$ cat src/rtl/morse_keyer.sv
// Morse output stage: FWFT word FIFO feeding a unit-timed keyer FSM.
// Words carry a symbol count in [15:12] and dash/dot symbols MSB-first in [11:0].
module morse_keyer #(
  parameter int unsigned UNIT_CYCLES = 5_000_000,
  parameter int unsigned DEPTH       = 64,
  parameter int unsigned ADR_WIDTH   = 6
) (
  input  logic                 clk,
  input  logic                 rst,
  input  logic                 in_valid,
  input  logic [15:0]          in_data,
  output logic                 in_ready,
  input  logic                 auto_mode,
  input  logic                 send,
  output logic                 key_out,
  output logic                 busy,
  output logic [15:0]          led_code,
  output logic                 empty,
  output logic                 full,
  output logic [ADR_WIDTH:0]   count
);

  localparam int unsigned TW = $clog2(UNIT_CYCLES);

  typedef enum logic [2:0] {
    IDLE,
    MARK,
    SPACE,
    CGAP,
    WGAP
  } state_t;

  logic [15:0]          mem [DEPTH];
  logic [ADR_WIDTH-1:0] wr_ptr;
  logic [ADR_WIDTH-1:0] rd_ptr;
  logic                 push;
  logic                 pop;
  logic [15:0]          head;
  logic [3:0]           head_len;

  state_t      state;
  state_t      state_next;
  logic [TW-1:0] tmr;
  logic [2:0]  units;
  logic [2:0]  units_target;
  logic        tick;
  logic        done;
  logic [11:0] shreg;
  logic [3:0]  sym_left;
  logic        pending;
  logic        key_next;
  logic        busy_next;

  // FIFO (first-word-fall-through)
  assign head     = mem[rd_ptr];
  assign head_len = (head[15:12] > 4'd12) ? 4'd12 : head[15:12];
  assign empty    = (count == '0);
  assign full     = (count == (ADR_WIDTH+1)'(DEPTH));
  assign in_ready = ~full & ~rst;
  assign push     = in_valid & in_ready;

  always_ff @(posedge clk) begin
    if (push) begin
      mem[wr_ptr] <= in_data;
    end
  end

  always_ff @(posedge clk) begin
    if (rst) begin
      wr_ptr <= '0;
      rd_ptr <= '0;
      count  <= '0;
    end else begin
      if (push) begin
        wr_ptr <= wr_ptr + 1'b1;
      end
      if (pop) begin
        rd_ptr <= rd_ptr + 1'b1;
      end
      case ({push, pop})
        2'b10:   count <= count + 1'b1;
        2'b01:   count <= count - 1'b1;
        default: count <= count;
      endcase
    end
  end

  // Unit timing: each state lasts units_target whole units
  always_comb begin
    units_target = 3'd1;
    case (state)
      MARK:    units_target = shreg[11] ? 3'd3 : 3'd1;
      SPACE:   units_target = 3'd1;
      CGAP:    units_target = 3'd3;
      WGAP:    units_target = 3'd4;
      default: units_target = 3'd1;
    endcase
  end

  assign tick = (tmr == TW'(UNIT_CYCLES - 1));
  assign done = tick && (units == units_target - 3'd1);

  // State register with registered outputs
  always_ff @(posedge clk) begin
    if (rst) begin
      state   <= IDLE;
      key_out <= 1'b0;
      busy    <= 1'b0;
    end else begin
      state   <= state_next;
      key_out <= key_next;
      busy    <= busy_next;
    end
  end

  // Next-state logic
  always_comb begin
    state_next = state;
    case (state)
      IDLE:    if (pop) state_next = (head_len == 4'd0) ? WGAP : MARK;
      MARK:    if (done) state_next = (sym_left == 4'd1) ? CGAP : SPACE;
      SPACE:   if (done) state_next = MARK;
      CGAP:    if (done) state_next = IDLE;
      WGAP:    if (done) state_next = IDLE;
      default: state_next = IDLE;
    endcase
  end

  // Output / control logic
  always_comb begin
    pop       = 1'b0;
    key_next  = 1'b0;
    busy_next = 1'b0;
    if (state == IDLE && !empty && (auto_mode || pending)) begin
      pop = 1'b1;
    end
    key_next  = (state_next == MARK);
    busy_next = (state_next != IDLE);
  end

  // Datapath: timer, symbol shifter, pending request, displayed word
  always_ff @(posedge clk) begin
    if (rst) begin
      tmr      <= '0;
      units    <= '0;
      shreg    <= '0;
      sym_left <= '0;
      pending  <= 1'b0;
      led_code <= '0;
    end else begin
      if (state_next != state || state == IDLE) begin
        tmr   <= '0;
        units <= '0;
      end else if (tick) begin
        tmr   <= '0;
        units <= units + 3'd1;
      end else begin
        tmr <= tmr + 1'b1;
      end

      if (pop) begin
        shreg    <= head[11:0];
        sym_left <= head_len;
        led_code <= head;
        pending  <= 1'b0;
      end else if (send && !empty) begin
        pending <= 1'b1;
      end

      if (state == MARK && done) begin
        shreg    <= {shreg[10:0], 1'b0};
        sym_left <= sym_left - 4'd1;
      end
    end
  end

endmodule

$ cat config.mk
export PLATFORM = sky130hd
export DESIGN_NAME = morse_keyer
export DESIGN_NICKNAME = d
export VERILOG_FILES = /design/src/rtl/morse_keyer.sv
export SDC_FILE = /design/constraint.sdc
export NUM_CORES = 1
export LEC_CHECK = 0
export CORE_MARGIN = 3
export CORE_UTILIZATION = 40
export CTS_CLUSTER_DIAMETER = 100
export DETAILED_ROUTE_END_ITERATION = 6
export GPL_TIMING_DRIVEN = 0
export SLEW_MARGIN = 15
export SYNTH_ARGS = -nofsm -noshare
export SYNTH_HDL_FRONTEND = slang
export SYNTH_SLANG_ARGS = --single-unit
$ cat constraint.sdc
create_clock -name clk -period 3.5 [get_ports clk]
set_clock_uncertainty 0.15 [all_clocks]
set_input_delay 0.7 -clock clk [delete_from_list [all_inputs] [get_ports clk]]
set_output_delay 0.7 -clock clk [all_outputs]
set_load 0.02 [all_outputs]
==> results.yml <==
setup_path:
  worstPathRequired_ns: 3.87
  reg2regPathDepth: 8
  end_kind: "flip-flop"
  cp-start-kind: "flip-flop"
  crit_path_end: "shreg[3]"
  r2r_setup_slack_ns: 0.07
  cp.arrival_ns: 3.80
  cp_max_fo: 10
  crit_type: "flip-flop to flip-flop"
  timing.rr.end: "shreg[3]"
synth:
  synth_common_cells: "1024 x edfxtp_1, 311 x mux4_2, 153 x nor2_1"
  yosysSeqAreaShare_pct: 75.8
  synth.cell_area_mm2: 0.0429
  ys_seq_elements: 1113
  async_flop_share_pct: 0
  netlist_top_cells_area: "edfxtp_1 72%, mux4_2 16%, dfxtp_1 4.2%"
  syn_area_per_cell_um2: 21.0
  synth_top_area_cell: "edfxtp_1"
  yosysWarnings: 0
  synth_edf_count: 1024
  syn_nets: 2074
  synth_top_cell_area_share_pct: 71.6
  synth.distinct_cells: 59
  yosys_most_used_dff: "edfxtp_1"
  synth_most_common_cell: "edfxtp_1"
  synthCells: 2039
cells_and_area:
  utilization_pct: 47.6
  drive_gt1_share_pct: 31.3
  area_delta_synth_final_pct: 17.4
  final_nets: 2298
  fillerInstances: 8571
  final_cells: 3748
placement:
  dp.cells: 3531
  routabilityCongestion: 0.901
  place_hpwl_mm: 75.8
  portBuffers: 48
sta:
  hold_slack_ns: 0.176
  final-max-slew-violation-count: 0
  maxSlewHeadroom_pct: 32.2
  fmax_mhz: 292
  tightest_slew_ns: 1.02
  hold_viol_final: 0
  finalSetupViolations: 0
  rsz0062_at_grt: "true"
  period_minus_slack_ns: 3.43
  finalCritPeriodShare_pct: 98.0
power_and_ir_drop:
  switchingPower_mw: 9.04
  power_frac_comb_pct: 21.1
  ir_drop_uv: 473
  p_clk_share_pct: 34.6
  switching_share_pct: 26.8
  cellPowerDensity_mw_per_mm2: 671
  p_leak_nw: 15.4
  p_int_mw: 24.8
  seqPwrFrac_pct: 44.3
global_route:
  grt_usage_pct: 20.3
  grt.overflow.total: 0
  first_global_vias: 22014
  grt_antenna_before_repair: 7
  grt_pass1_wl_mm: 161
  grt_max_degree: 65
floorplan:
  die_y_um: 334
  start_util_pct: 40.5
  pin_count: 49
  num_rows: 119
  die_area_mm2: 0.111
  core_mm2: 0.106
  die_x_um: 334
route:
  routedWlPerCell_um: 30.2
  drc: 0
  detail-route-antenna-nets: 0
  drtIter0Drc: 2662
  first_pass_iters: 5
  vias_per_cell: 5.82
  finalWirelength_mm: 113
  num_vias: 21820
outcome:
  status: "completed"
min_path:
  min_path_type: "input port to flip-flop"
cts:
  clock_sinks: 1113
  htreeDepth: 3
  cts_tree: "yes"
  numCtsBuffers: 110
  clock_latency_ns: 0.70
  clock_path_buffers: 3
  clkTransAtPathRegs_ns: 0.06
  root_buffer: "clkbuf_16"
run:
  maxCapViolations: 0
## cells by family after synthesis
logic type                 Yosys count  share of synthesized area [%]
and+or+nand+nor                    315                           3.36
adders and majority gates           14                          0.426
xor gates and xnor gates            36                          0.735
DFF                               1113                           75.8
buffers and inverters              120                           1.26
muxes                              325                           16.7
AOI/OAI and AO/OA                  116                           1.77
## registers in the layout, indices dropped and copies added (netlist names), named ones only
register  cells
sym_left      4
units         3
key_out       1
tmr          23
pending       1
shreg        12
wr_ptr        6
led_code     16
rd_ptr        6
state         3
mem        1024
count         7
busy          1
## how the worst min path moves through the flow
stage | cells after the start | start | endpoint | slack, ns
CTS | 1 | in_data[14] | mem[19][14] | 0.14
floorplan | 1 | tmr[0] | tmr[0] | 0.28
finish | 1 | in_data[14] | mem[21][14] | 0.18
global route | 1 | in_data[14] | mem[23][14] | 0.17
detailed placement | 1 | tmr[0] | tmr[0] | 0.30
global placement | 1 | tmr[0] | tmr[0] | 0.30
## layout by cell type (no fill, tap or decap), drive strengths merged, types with 22 or more instances in the layout
master / count
a21oi: 45
buf: 134
clkbuf: 182
clkdlybuf4s50: 32
clkinv: 50
dfxtp: 89
edfxtp: 1024
mux4: 311
nand2: 56
nand3: 22
nor2: 153
xor2: 22
## repair_timing
item,4_1_cts,5_1_grt
pin swaps,3,6
endpoints found under the setup margin,490,125
hold buffers,0,0
resized for setup,119,85
buffers inserted,4,8
## layer usage
metal	global-route usage, %	vias to the layer above	routed length [um]	share of wire [%]
li1	-	8907	-	-
met1	26.6	11738	43900	39
met2	33.5	952	55600	49
met3	4.78	217	9740	8.6
met4	6.69	6	3950	3.5
met5	0	-	41	0.036
## per-stage QoR
step           cell area, um2  power [mW]  setup WS [ns]   TNS, ns
3_3_place_gp            45100        21.8          -1.79  -1537.22
2_1_floorplan           42900        19.5         0.0824         0
6_report                50400        33.8         0.0706         0
3_5_place_dp            46200        21.9          -1.22   -728.36
5_1_grt                 50400        34.9        -0.0400   -0.0666
4_1_cts                 50100        33.7        -0.0585    -0.223
## critical path: stages, from the launching register on
cell and delay, ns:
dfxtp_1 0.32, buf_2 0.22, buf_2 0.40, clkbuf_4 0.38
mux4_2 0.33, mux4_2 0.57, mux4_2 0.61, nand2_1 0.17
a211oi_2 0.09
## area by class of cell
type,instances,area (um2),area share [%]
repair buffers,113,1330,2.64
plain buffers,102,782,1.55
clock inverters,70,651,1.29
diodes,3,7.51,0.0149
flip-flops and latches,1113,32500,64.6
clock buffers,133,2920,5.80
well taps,1391,1740,3.45
multi-input cells,806,10300,20.5
inverters,17,68.8,0.137
## power groups by stage
| stage | clock (mW) | combinational (mW) | sequential [mW] |
|---|---|---|---|
| 4_1_cts | 11.8 | 6.93 | 15.0 |
| 2_1_floorplan | 0 | 4.16 | 15.3 |
| 5_1_grt | 12.4 | 7.54 | 15.0 |
| 3_3_place_gp | 0 | 6.54 | 15.2 |
| 6_report | 11.7 | 7.13 | 15.0 |
| 3_5_place_dp | 0 | 6.67 | 15.2 |
No activity file was read; power rests on OpenSTA's default activity.
==> variant, RTL diff (config.mk and constraints unchanged) <==
Add an input register stage for `auto_mode`, without a reset; this delays it by one clock. The other inputs are not delayed to match.
--- a/src/rtl/morse_keyer.sv
+++ b/src/rtl/morse_keyer.sv
@@ -29,6 +29,12 @@
     CGAP,
     WGAP
   } state_t;
+
+  logic auto_mode_q;
+
+  always_ff @(posedge clk) begin
+    auto_mode_q <= auto_mode;
+  end
 
   logic [15:0]          mem [DEPTH];
   logic [ADR_WIDTH-1:0] wr_ptr;
@@ -131,7 +137,7 @@
     pop       = 1'b0;
     key_next  = 1'b0;
     busy_next = 1'b0;
-    if (state == IDLE && !empty && (auto_mode || pending)) begin
+    if (state == IDLE && !empty && (auto_mode_q || pending)) begin
       pop = 1'b1;
     end
     key_next  = (state_next == MARK);
Function: changed (a bounded check fails within 4 cycles, from zero or initial values and one cycle with rst high).
==> variant against the unedited design <==
Sequential cell count rose by 1. Via count barely moved. Area after synthesis barely moved. Combinational power fell by 1%. Count of clock-buffer cells in the layout rose by 19. Sequential power barely moved. Final cell count fell by 0.21%. Synthesized cell count barely moved. Critical path type unchanged. Final area fell by 0.15%. Wire length rose by 0.18%. Total power fell by 0.59%. Critical endpoint is now shreg[10]. Worst setup slack got worse by 0.036 ns.
==> variant: results (changes against the unedited design) <==
Worst hold path
The worst hold path terminates at mem[22][14].

Drt
The met1 wire length is 44,300 µm (+0.80%). The vias after detailed routing is 21,831 (+0.050%). The sum of met2 wire segment lengths after detailed routing is 55,100 µm (-0.88%). The violation count after the first detailed-route iteration came to 2,613 (-1.8%). The total wire length is 113,000 µm (+0.18%). The total met3 wirelength after detailed routing was 10,300 µm (+5.5%).

Yosys
The commonest cells after synthesis are 1,024 x sky130_fd_sc_hd__edfxtp_1, 311 x sky130_fd_sc_hd__mux4_2, 153 x sky130_fd_sc_hd__nor2_1. In the post-synthesis netlist, the biggest area contributors are sky130_fd_sc_hd__edfxtp_1 72%, sky130_fd_sc_hd__mux4_2 16%, sky130_fd_sc_hd__dfxtp_1 4.2%. The net count after synthesis was 2,075 (+0.048%). The synthesized instance count was 2,040 (+0.049%).

Critical path
The register-to-register path setup slack is 0.03 ns (-0.04 ns). The worst endpoint data arrival time is 3.86 ns (+0.06 ns). The endpoint identified for the worst register-to-register timing path is shreg[10].

Finish
The share of cell area taken by multi-input logic gates came to 20.6% (+0.048 points). The antenna diode count is 4 (+1). The net count of the finished layout was 2,289 (-0.39%). The share of the final layout cell area in sequential cells was 64.7% (+0.13 points). The final non-filler cell total came to 3,740 (-0.21%). The filler cell count is 8,591 (+0.23%). The non-clock buffer total of the final layout is 206 (-4.2%).

The fraction of final layout cells with drive strength greater than 1 is 30.2% (-1.1 points). The data-path buffer share of cell area in the final layout came to 4.10% (-0.098 points).

Clock network
The number of buffers inserted during clock tree synthesis was 109 (-0.91%). The post-CTS repair timing setup buffer count is 10 (+6). The count of clock tree sinks is 1,114 (+0.090%).

Pwr
The leakage dissipation is 15.3 nW (-0.37%). The worst voltage drop across the vdd grid is 0.433 mV (-8.5%). The power per cell area is 668 nW/µm² (-0.44%).

Global route
The first-pass GRT wire length is 161,000 µm (+0.28%). The initial antenna violation count is 9 (+2). The combined global-route utilization of all metal layers was 20.5% (+0.19 points). The met3 capacity usage during global routing is 5.01% (+0.23 points).

Place
The weighted congestion at the end of routability-driven global placement was 0.885 (-1.8%). The instance area at placement is 46,200 µm² (about the same). The number of cells in the design after placement is 3,521 (-0.28%).

Outcome
The flow ran to the end, and the final reports show no timing, DRC or antenna violations.

STA
The max-slew headroom at the worst pin is 23.9% (-8.3 points).
[variant: through the flow]
stage	hold WS (ns)	worst slack (ns)
after floorplan	0.280	0.149
after global placement	0.299	-1.86
after detailed placement	0.326	-1.18
after CTS	0.100	-0.0569
after global routing	0.125	-0.0294
final	0.164	0.0342
[variant: power breakdown]
group / internal (W) / switching, W / total (W)
combinational: 0.00331 / 0.00374 / 0.00705
clock: 0.00660 / 0.00496 / 0.0116
sequential: 0.0148 / 0.000201 / 0.0150
[variant: how the worst max path moves through the flow]
stage,to,startpoint
finish,shreg[10],flop
detailed placement,mem[11][7],rst
floorplan,sym_left[3],state[2]
global placement,mem[43][9],rst
global route,state[0],flop
CTS,mem[3][15],rst
[variant: logic make-up after synthesis]
logic type	share of synthesized area (%)
buffers and inverters	1.26
AO/OA/AOI/OAI	1.77
XOR/XNOR	0.734
adder cells (fa/ha/maj)	0.425
AND/OR/NAND/NOR	3.36
flip-flops	75.8
multiplexers	16.6
